<file path="src/rtl/cpu_pkg.sv">
// Shared CPU package: datapath widths, NOP encoding, fetch FSM states
// and the IF/ID pipeline bundle used by fetch and decode-side stages.
package cpu_pkg;

    localparam int PC_W    = 64;
    localparam int INSTR_W = 32;

    localparam logic [INSTR_W-1:0] NOP_INSTR = 32'hD503201F;

    typedef enum logic {
        FS_BOOT,
        FS_RUN
    } fetch_state_t;

    typedef struct packed {
        logic [PC_W-1:0]    pc;
        logic [INSTR_W-1:0] instr;
        logic               valid;
    } if_id_t;

    localparam if_id_t IF_ID_BUBBLE = '{
        pc:    '0,
        instr: NOP_INSTR,
        valid: 1'b0
    };

endpackage

</file>
<file path="src/rtl/if_stage_if.sv">
// Fetch-stage bus: hazard/branch controls in, imem address/data,
// IF/ID register contents and performance counters out.
// slave = fetch stage, master = its environment.
interface if_stage_if
    import cpu_pkg::*;
#(
    parameter int CNT_W = 32
);
    logic               pc_write;
    logic               if_id_write;
    logic               br_taken;
    logic [PC_W-1:0]    br_target;
    logic [PC_W-1:0]    imem_addr;
    logic [INSTR_W-1:0] imem_rdata;
    logic [PC_W-1:0]    if_id_pc;
    logic [INSTR_W-1:0] if_id_instr;
    logic               if_id_valid;
    logic [CNT_W-1:0]   stall_cnt;
    logic [CNT_W-1:0]   flush_cnt;

    modport master (
        output pc_write, if_id_write, br_taken, br_target, imem_rdata,
        input  imem_addr, if_id_pc, if_id_instr, if_id_valid,
        input  stall_cnt, flush_cnt
    );

    modport slave (
        input  pc_write, if_id_write, br_taken, br_target, imem_rdata,
        output imem_addr, if_id_pc, if_id_instr, if_id_valid,
        output stall_cnt, flush_cnt
    );

endinterface

</file>
<file path="src/rtl/if_id_reg.sv">
// IF/ID pipeline register. Ports: clk, reset (async, active-high),
// en (load d), flush (load bubble, wins over en), d, q.
module if_id_reg
    import cpu_pkg::*;
(
    input  logic   clk,
    input  logic   reset,
    input  logic   en,
    input  logic   flush,
    input  if_id_t d,
    output if_id_t q
);

    always_ff @(posedge clk or posedge reset) begin
        if (reset) begin
            q <= IF_ID_BUBBLE;
        end else if (flush) begin
            q <= IF_ID_BUBBLE;
        end else if (en) begin
            q <= d;
        end
    end

endmodule

</file>
<file path="src/rtl/if_stage.sv">
// Instruction-fetch stage: PC register, next-PC mux, boot FSM, IF/ID
// register and stall/flush counters. Ports: clk, reset, bus (slave).
module if_stage
    import cpu_pkg::*;
#(
    parameter logic [PC_W-1:0] RESET_PC = '0,
    parameter int              CNT_W    = 32
)(
    input  logic       clk,
    input  logic       reset,
    if_stage_if.slave  bus
);

    localparam logic [PC_W-1:0] ALIGN_MASK = ~PC_W'(3);

    fetch_state_t     state;
    logic [PC_W-1:0]  pc;
    logic [CNT_W-1:0] stall_cnt;
    logic [CNT_W-1:0] flush_cnt;

    logic   boot;
    logic   flush;
    if_id_t d;
    if_id_t q;

    assign boot = (state == FS_BOOT);
    // The boot cycle loads a bubble regardless of the controls.
    assign flush = boot | bus.br_taken;

    assign d = '{pc: pc, instr: bus.imem_rdata, valid: 1'b1};

    if_id_reg u_if_id (
        .clk   (clk),
        .reset (reset),
        .en    (bus.if_id_write),
        .flush (flush),
        .d     (d),
        .q     (q)
    );

    always_ff @(posedge clk or posedge reset) begin
        if (reset) begin
            state     <= FS_BOOT;
            pc        <= RESET_PC;
            stall_cnt <= '0;
            flush_cnt <= '0;
        end else begin
            unique case (state)
                FS_BOOT: begin
                    state <= FS_RUN;
                end
                FS_RUN: begin
                    if (bus.br_taken) begin
                        pc <= bus.br_target & ALIGN_MASK;
                    end else if (bus.pc_write) begin
                        pc <= pc + PC_W'(4);
                    end
                    if (!bus.pc_write && !bus.br_taken && stall_cnt != '1) begin
                        stall_cnt <= stall_cnt + CNT_W'(1);
                    end
                    if (bus.br_taken && flush_cnt != '1) begin
                        flush_cnt <= flush_cnt + CNT_W'(1);
                    end
                end
                default: begin
                    state <= FS_BOOT;
                end
            endcase
        end
    end

    assign bus.imem_addr   = pc;
    assign bus.if_id_pc    = q.pc;
    assign bus.if_id_instr = q.instr;
    assign bus.if_id_valid = q.valid;
    assign bus.stall_cnt   = stall_cnt;
    assign bus.flush_cnt   = flush_cnt;

endmodule

</file>
<file path="src/flat_wrapper.sv">
// flat-port wrapper written by rule: the top's interface ports become plain ports
module if_stage_flat import cpu_pkg::*;
#(
    parameter logic [PC_W-1:0] RESET_PC = '0,
    parameter int              CNT_W    = 32
)
  (clk, reset, bus_pc_write, bus_if_id_write, bus_br_taken, bus_br_target, bus_imem_rdata, bus_imem_addr, bus_if_id_pc, bus_if_id_instr, bus_if_id_valid, bus_stall_cnt, bus_flush_cnt);
  if_stage_if #(.CNT_W(CNT_W)) bus_i ();
  input  logic clk;
  input  logic reset;
  input wire logic [$bits(bus_i.pc_write)-1:0] bus_pc_write;
  input wire logic [$bits(bus_i.if_id_write)-1:0] bus_if_id_write;
  input wire logic [$bits(bus_i.br_taken)-1:0] bus_br_taken;
  input wire logic [$bits(bus_i.br_target)-1:0] bus_br_target;
  input wire logic [$bits(bus_i.imem_rdata)-1:0] bus_imem_rdata;
  output wire logic [$bits(bus_i.imem_addr)-1:0] bus_imem_addr;
  output wire logic [$bits(bus_i.if_id_pc)-1:0] bus_if_id_pc;
  output wire logic [$bits(bus_i.if_id_instr)-1:0] bus_if_id_instr;
  output wire logic [$bits(bus_i.if_id_valid)-1:0] bus_if_id_valid;
  output wire logic [$bits(bus_i.stall_cnt)-1:0] bus_stall_cnt;
  output wire logic [$bits(bus_i.flush_cnt)-1:0] bus_flush_cnt;
  assign bus_i.pc_write = bus_pc_write;
  assign bus_i.if_id_write = bus_if_id_write;
  assign bus_i.br_taken = bus_br_taken;
  assign bus_i.br_target = bus_br_target;
  assign bus_i.imem_rdata = bus_imem_rdata;
  assign bus_imem_addr = bus_i.imem_addr;
  assign bus_if_id_pc = bus_i.if_id_pc;
  assign bus_if_id_instr = bus_i.if_id_instr;
  assign bus_if_id_valid = bus_i.if_id_valid;
  assign bus_stall_cnt = bus_i.stall_cnt;
  assign bus_flush_cnt = bus_i.flush_cnt;
  if_stage #(.RESET_PC(RESET_PC), .CNT_W(CNT_W)) u_core (.clk(clk), .reset(reset), .bus(bus_i));
endmodule
</file>
<file path="config.mk">
export PLATFORM = sky130hd
export DESIGN_NAME = if_stage_flat
export DESIGN_NICKNAME = d
export VERILOG_FILES = /design/src/rtl/cpu_pkg.sv /design/src/rtl/if_stage_if.sv /design/src/rtl/if_id_reg.sv /design/src/rtl/if_stage.sv /design/src/flat_wrapper.sv
export SDC_FILE = /design/constraint.sdc
export NUM_CORES = 1
export LEC_CHECK = 0
export ABC_AREA = 1
export ABC_CLOCK_PERIOD_IN_PS = 6200
export CORE_ASPECT_RATIO = 0.6
export CORE_MARGIN = 4
export CORE_UTILIZATION = 41
export DETAILED_ROUTE_END_ITERATION = 8
export PLACE_DENSITY = 0.68
export SLEW_MARGIN = 10
export SYNTH_ARGS = -nofsm -noshare
export SYNTH_HDL_FRONTEND = slang
export SYNTH_HIERARCHICAL = 1
export SYNTH_SLANG_ARGS = --single-unit
</file>
<file path="constraint.sdc">
create_clock -name clk -period 6.2 [get_ports clk]
set_clock_uncertainty 0.1 [all_clocks]
set_input_delay 1.24 -clock clk [delete_from_list [all_inputs] [get_ports clk]]
set_output_delay 1.24 -clock clk [all_outputs]
set_load 0.005 [all_outputs]
</file>
==> flow_summary_export.csv <==
group,metric,value,unit
critical_path,timing.rr.end,"u_core/bus.stall_cnt[18]",
cts,root_buffer,"clkbuf_16",
place,dp_cells,2628,
timing,fin_crit,3.860,ns
floorplan,floorplan.initialDensity,0.4193,
cts,htreeDepth,1,
global_route,grt_max_degree,102,
floorplan,rows,50,
cts,clkSinkCount,224,
critical_path,path_class,"input pin to flop",
timing,rsz0062_at_grt,"no",
critical_path,endpoint,"u_core/bus.stall_cnt[18]",
cts,cts_hold_buffers,0,
routing,drtAntennaViolNets,0,
place,place_congestion,0.9682,
cts,clkLatencyLatePin,0.54,ns
critical_path,endpoint_kind,"flop",
timing,tightest_slew,1.119,ns
critical_path,cp-startpoint,"bus_br_taken",
power_and_ir_drop,p_total,0.004130,W
floorplan,coreArea,31410,µm²
cells_and_area,fin_nets,2342,
synthesis,syn_inst,1949,
place,portBuffers,321,
cts,cts_buffers,24,
synthesis,synth_cell_type_count,44,
cts,cts_tree,"done",
timing,maxSlewHeadroom,0.2539,
synthesis,ys.flop_type,"dfrtp_1",
worst_hold_path,hold_depth,2,
cts,post_cts_buffers,0,
critical_path,crit_arrival,4.15,ns
power_and_ir_drop,p_per_area,237.4,nW/µm²
routing,avgViaCountPerCell,5.188,
synthesis,yosysWarnings,6,
cts,ctsResizeCount,0,
synthesis,syn_avg_cell_area,6.756,µm²
critical_path,cp_slowest_cell,"nand2_2",
routing,drc,0,
cells_and_area,drive_above_1_share,0.04610,
run,maxCapViolations,0,
floorplan,num_io_pins,326,
floorplan,dieHeight,146.8,µm
synthesis,synth_edf_count,0,
routing,vias,13868,
cts,cts.clk_slew.worst_paths,0.06,ns
place,dpl.hpwl,37330,µm
critical_path,r2r_cells,10,
synthesis,synth_area,13170,µm²
timing,finalSetupViolations,0,
global_route,antenna_found_initial,2,
timing,final_max_slew_viol_count,0,
synthesis,async_flop_share,1.000,
floorplan,die_area,35140,µm²
critical_path,regToRegStartpoint,"u_core/bus.stall_cnt[0]",
global_route,grt_pass1_vias,12874,
routing,drt_iter0_drc,1696,
critical_path,r2r_slack,3.15,ns
cells_and_area,multiInputGateArea,6591,µm²
synthesis,yosysSeqAreaShare,0.4269,
routing,drt_wl_total,50150,µm
timing,fin_setup_tns,0,ns
critical_path,worstSetupStartpointType,"input pin",
timing,clock.fmax,259.1,MHz
timing,hold_violations,0,
routing,dr.pass1.iters,6,
timing,timing.final.ws_setup,2.340,ns
global_route,grt_use_total,0.2766,
global_route,overflow,0,
cells_and_area,area_delta_synth_final,32.11,%
critical_path,cpPeakStageDelay,0.58,ns
power_and_ir_drop,p_leak,8.218,nW
timing,min_period_over_period,0.6226,
routing,wl_per_cell,18.76,µm
cells_and_area,stdcell_count,2673,
cells_and_area,finish.utilization,0.5539,
critical_path,crit_fanout,36,
critical_path,worstPathRequired,6.49,ns
status,status,"complete, no violations",
cells_and_area,regArea,5622,µm²
power_and_ir_drop,ir_drop,245.7,µV
worst_hold_path,holdCritPathClass,"flop to flop",
global_route,grt_pass1_wl,76620,µm
floorplan,die_w,239.4,µm
place,dp_slack,1.793,ns
cells_and_area,fillers,3059,
cts,clockBufferDepth,3,
critical_path,cp_cell_sequence,"clkdlybuf4s50_1 -> buf_4 -> inv_2 -> nand2_1 -> nor2_1 -> nand2_2 -> inv_2 -> nand2_1 -> o21ai_0",
synthesis,ys_ff_latch,224,
==> critical path, delay by kind of cell <==
kind                   cells  cell delay, ns
buffers and inverters      4            1.33
AO/OA/AOI/OAI              1            0.10
AND/OR/NAND/NOR            4            1.43
==> metal layers <==
metal | up-vias | wire length (µm) | global-route usage | share of wire
met4 | 2 | 1050 | 0.05219 | 0.021
met3 | 64 | 5414 | 0.09212 | 0.11
met5 | - | 13 | 0 | 0.00026
met2 | 623 | 19790 | 0.3724 | 0.39
met1 | 6519 | 23880 | 0.4301 | 0.48
li1 | 6660 | - | - | -
==> cells by family (layout without fill, tap and decap cells) <==
group	count (synthesis)	after routing	share of synthesized area
and+or+nand+nor	1323	1323	0.4146
buffers and inverters	232	535	0.07450
DFF	224	224	0.4269
AOI/OAI and AO/OA	113	113	0.04599
xor gates and xnor gates	52	52	0.03459
adders and majority gates	3	3	0.002851
other	2	7	0.0005703
==> power by group <==
group          internal (W)  switching [W]
sequential          0.00159       0.000264
combinational      0.000414       0.000451
clock              0.000774       0.000637
total               0.00278        0.00135
==> metrics by stage <==
stage	hold WS, ns	instance area [µm²]
finish	0.3672	17400
global route	0.3873	17400
CTS	0.3715	17390
detailed placement	0.3573	16640
global placement	0.3523	16640
floorplan	0.3556	13180
==> cells in the mapped netlist, drive strengths merged (3+ instances only) <==
| cell | number | area share |
|---|---|---|
| o21ai | 57 | 0.023 |
| xnor2 | 16 | 0.011 |
| xor2 | 36 | 0.024 |
| nand3 | 184 | 0.070 |
| inv | 161 | 0.046 |
| nand4 | 23 | 0.011 |
| nor3 | 31 | 0.014 |
| a21oi | 43 | 0.016 |
| o22ai | 7 | 0.0033 |
| clkbuf | 17 | 0.0048 |
| buf | 54 | 0.024 |
| dfstp | 13 | 0.026 |
| nand3b | 9 | 0.0057 |
| nand2 | 793 | 0.23 |
| ha | 3 | 0.0029 |
| nor2 | 278 | 0.083 |
| dfrtp | 211 | 0.40 |
==> final cells by class <==
type,instances,share of cell area
antenna,1,0.0001439
clock buffer,30,0.03877
clock inverter,14,0.004747
inverter,161,0.03517
multi-input combinational,1497,0.3789
sequential,224,0.3232
tap,416,0.02992
timing repair buffer,330,0.1892
==> how the worst min path moves through the flow <==
| stage | startpoint | slack, ns | end |
|---|---|---|---|
| floorplan | u_core/u_if_id/q[14] | 0.36 | u_core/u_if_id/q[14] |
| global placement | u_core/u_if_id/q[16] | 0.35 | u_core/u_if_id/q[16] |
| global route | u_core/u_if_id/q[23] | 0.39 | u_core/u_if_id/q[23] |
| finish | u_core/u_if_id/q[83] | 0.37 | u_core/u_if_id/q[83] |
| detailed placement | u_core/u_if_id/q[79] | 0.36 | u_core/u_if_id/q[79] |
| CTS | u_core/u_if_id/q[18] | 0.37 | u_core/u_if_id/q[18] |
==> state kept, by name, summed over array words and instances (netlist names) <==
register,count
u_core/bus.stall_cnt,32
u_core/u_if_id/q,97
u_core/bus.imem_addr,62
u_core/bus.flush_cnt,32
u_core/state,1
==> cell usage in the layout (no fill, tap or decap), types with 7 or more instances in the layout <==
cell type / count
buf_4: 9
clkbuf_16: 25
a21oi_1: 43
dfstp_2: 13
clkdlybuf4s50_1: 320
o22ai_1: 7
nand3_1: 183
nand4_1: 23
inv_1: 153
nand2_1: 783
dfrtp_1: 211
nand3b_1: 7
o21ai_1: 7
nor2_1: 270
o21ai_0: 45
xor2_1: 36
xnor2_1: 16
nor3_1: 27
nand2_2: 8
clkinv_2: 9
Note: power is estimated with default switching activity, not from simulation.
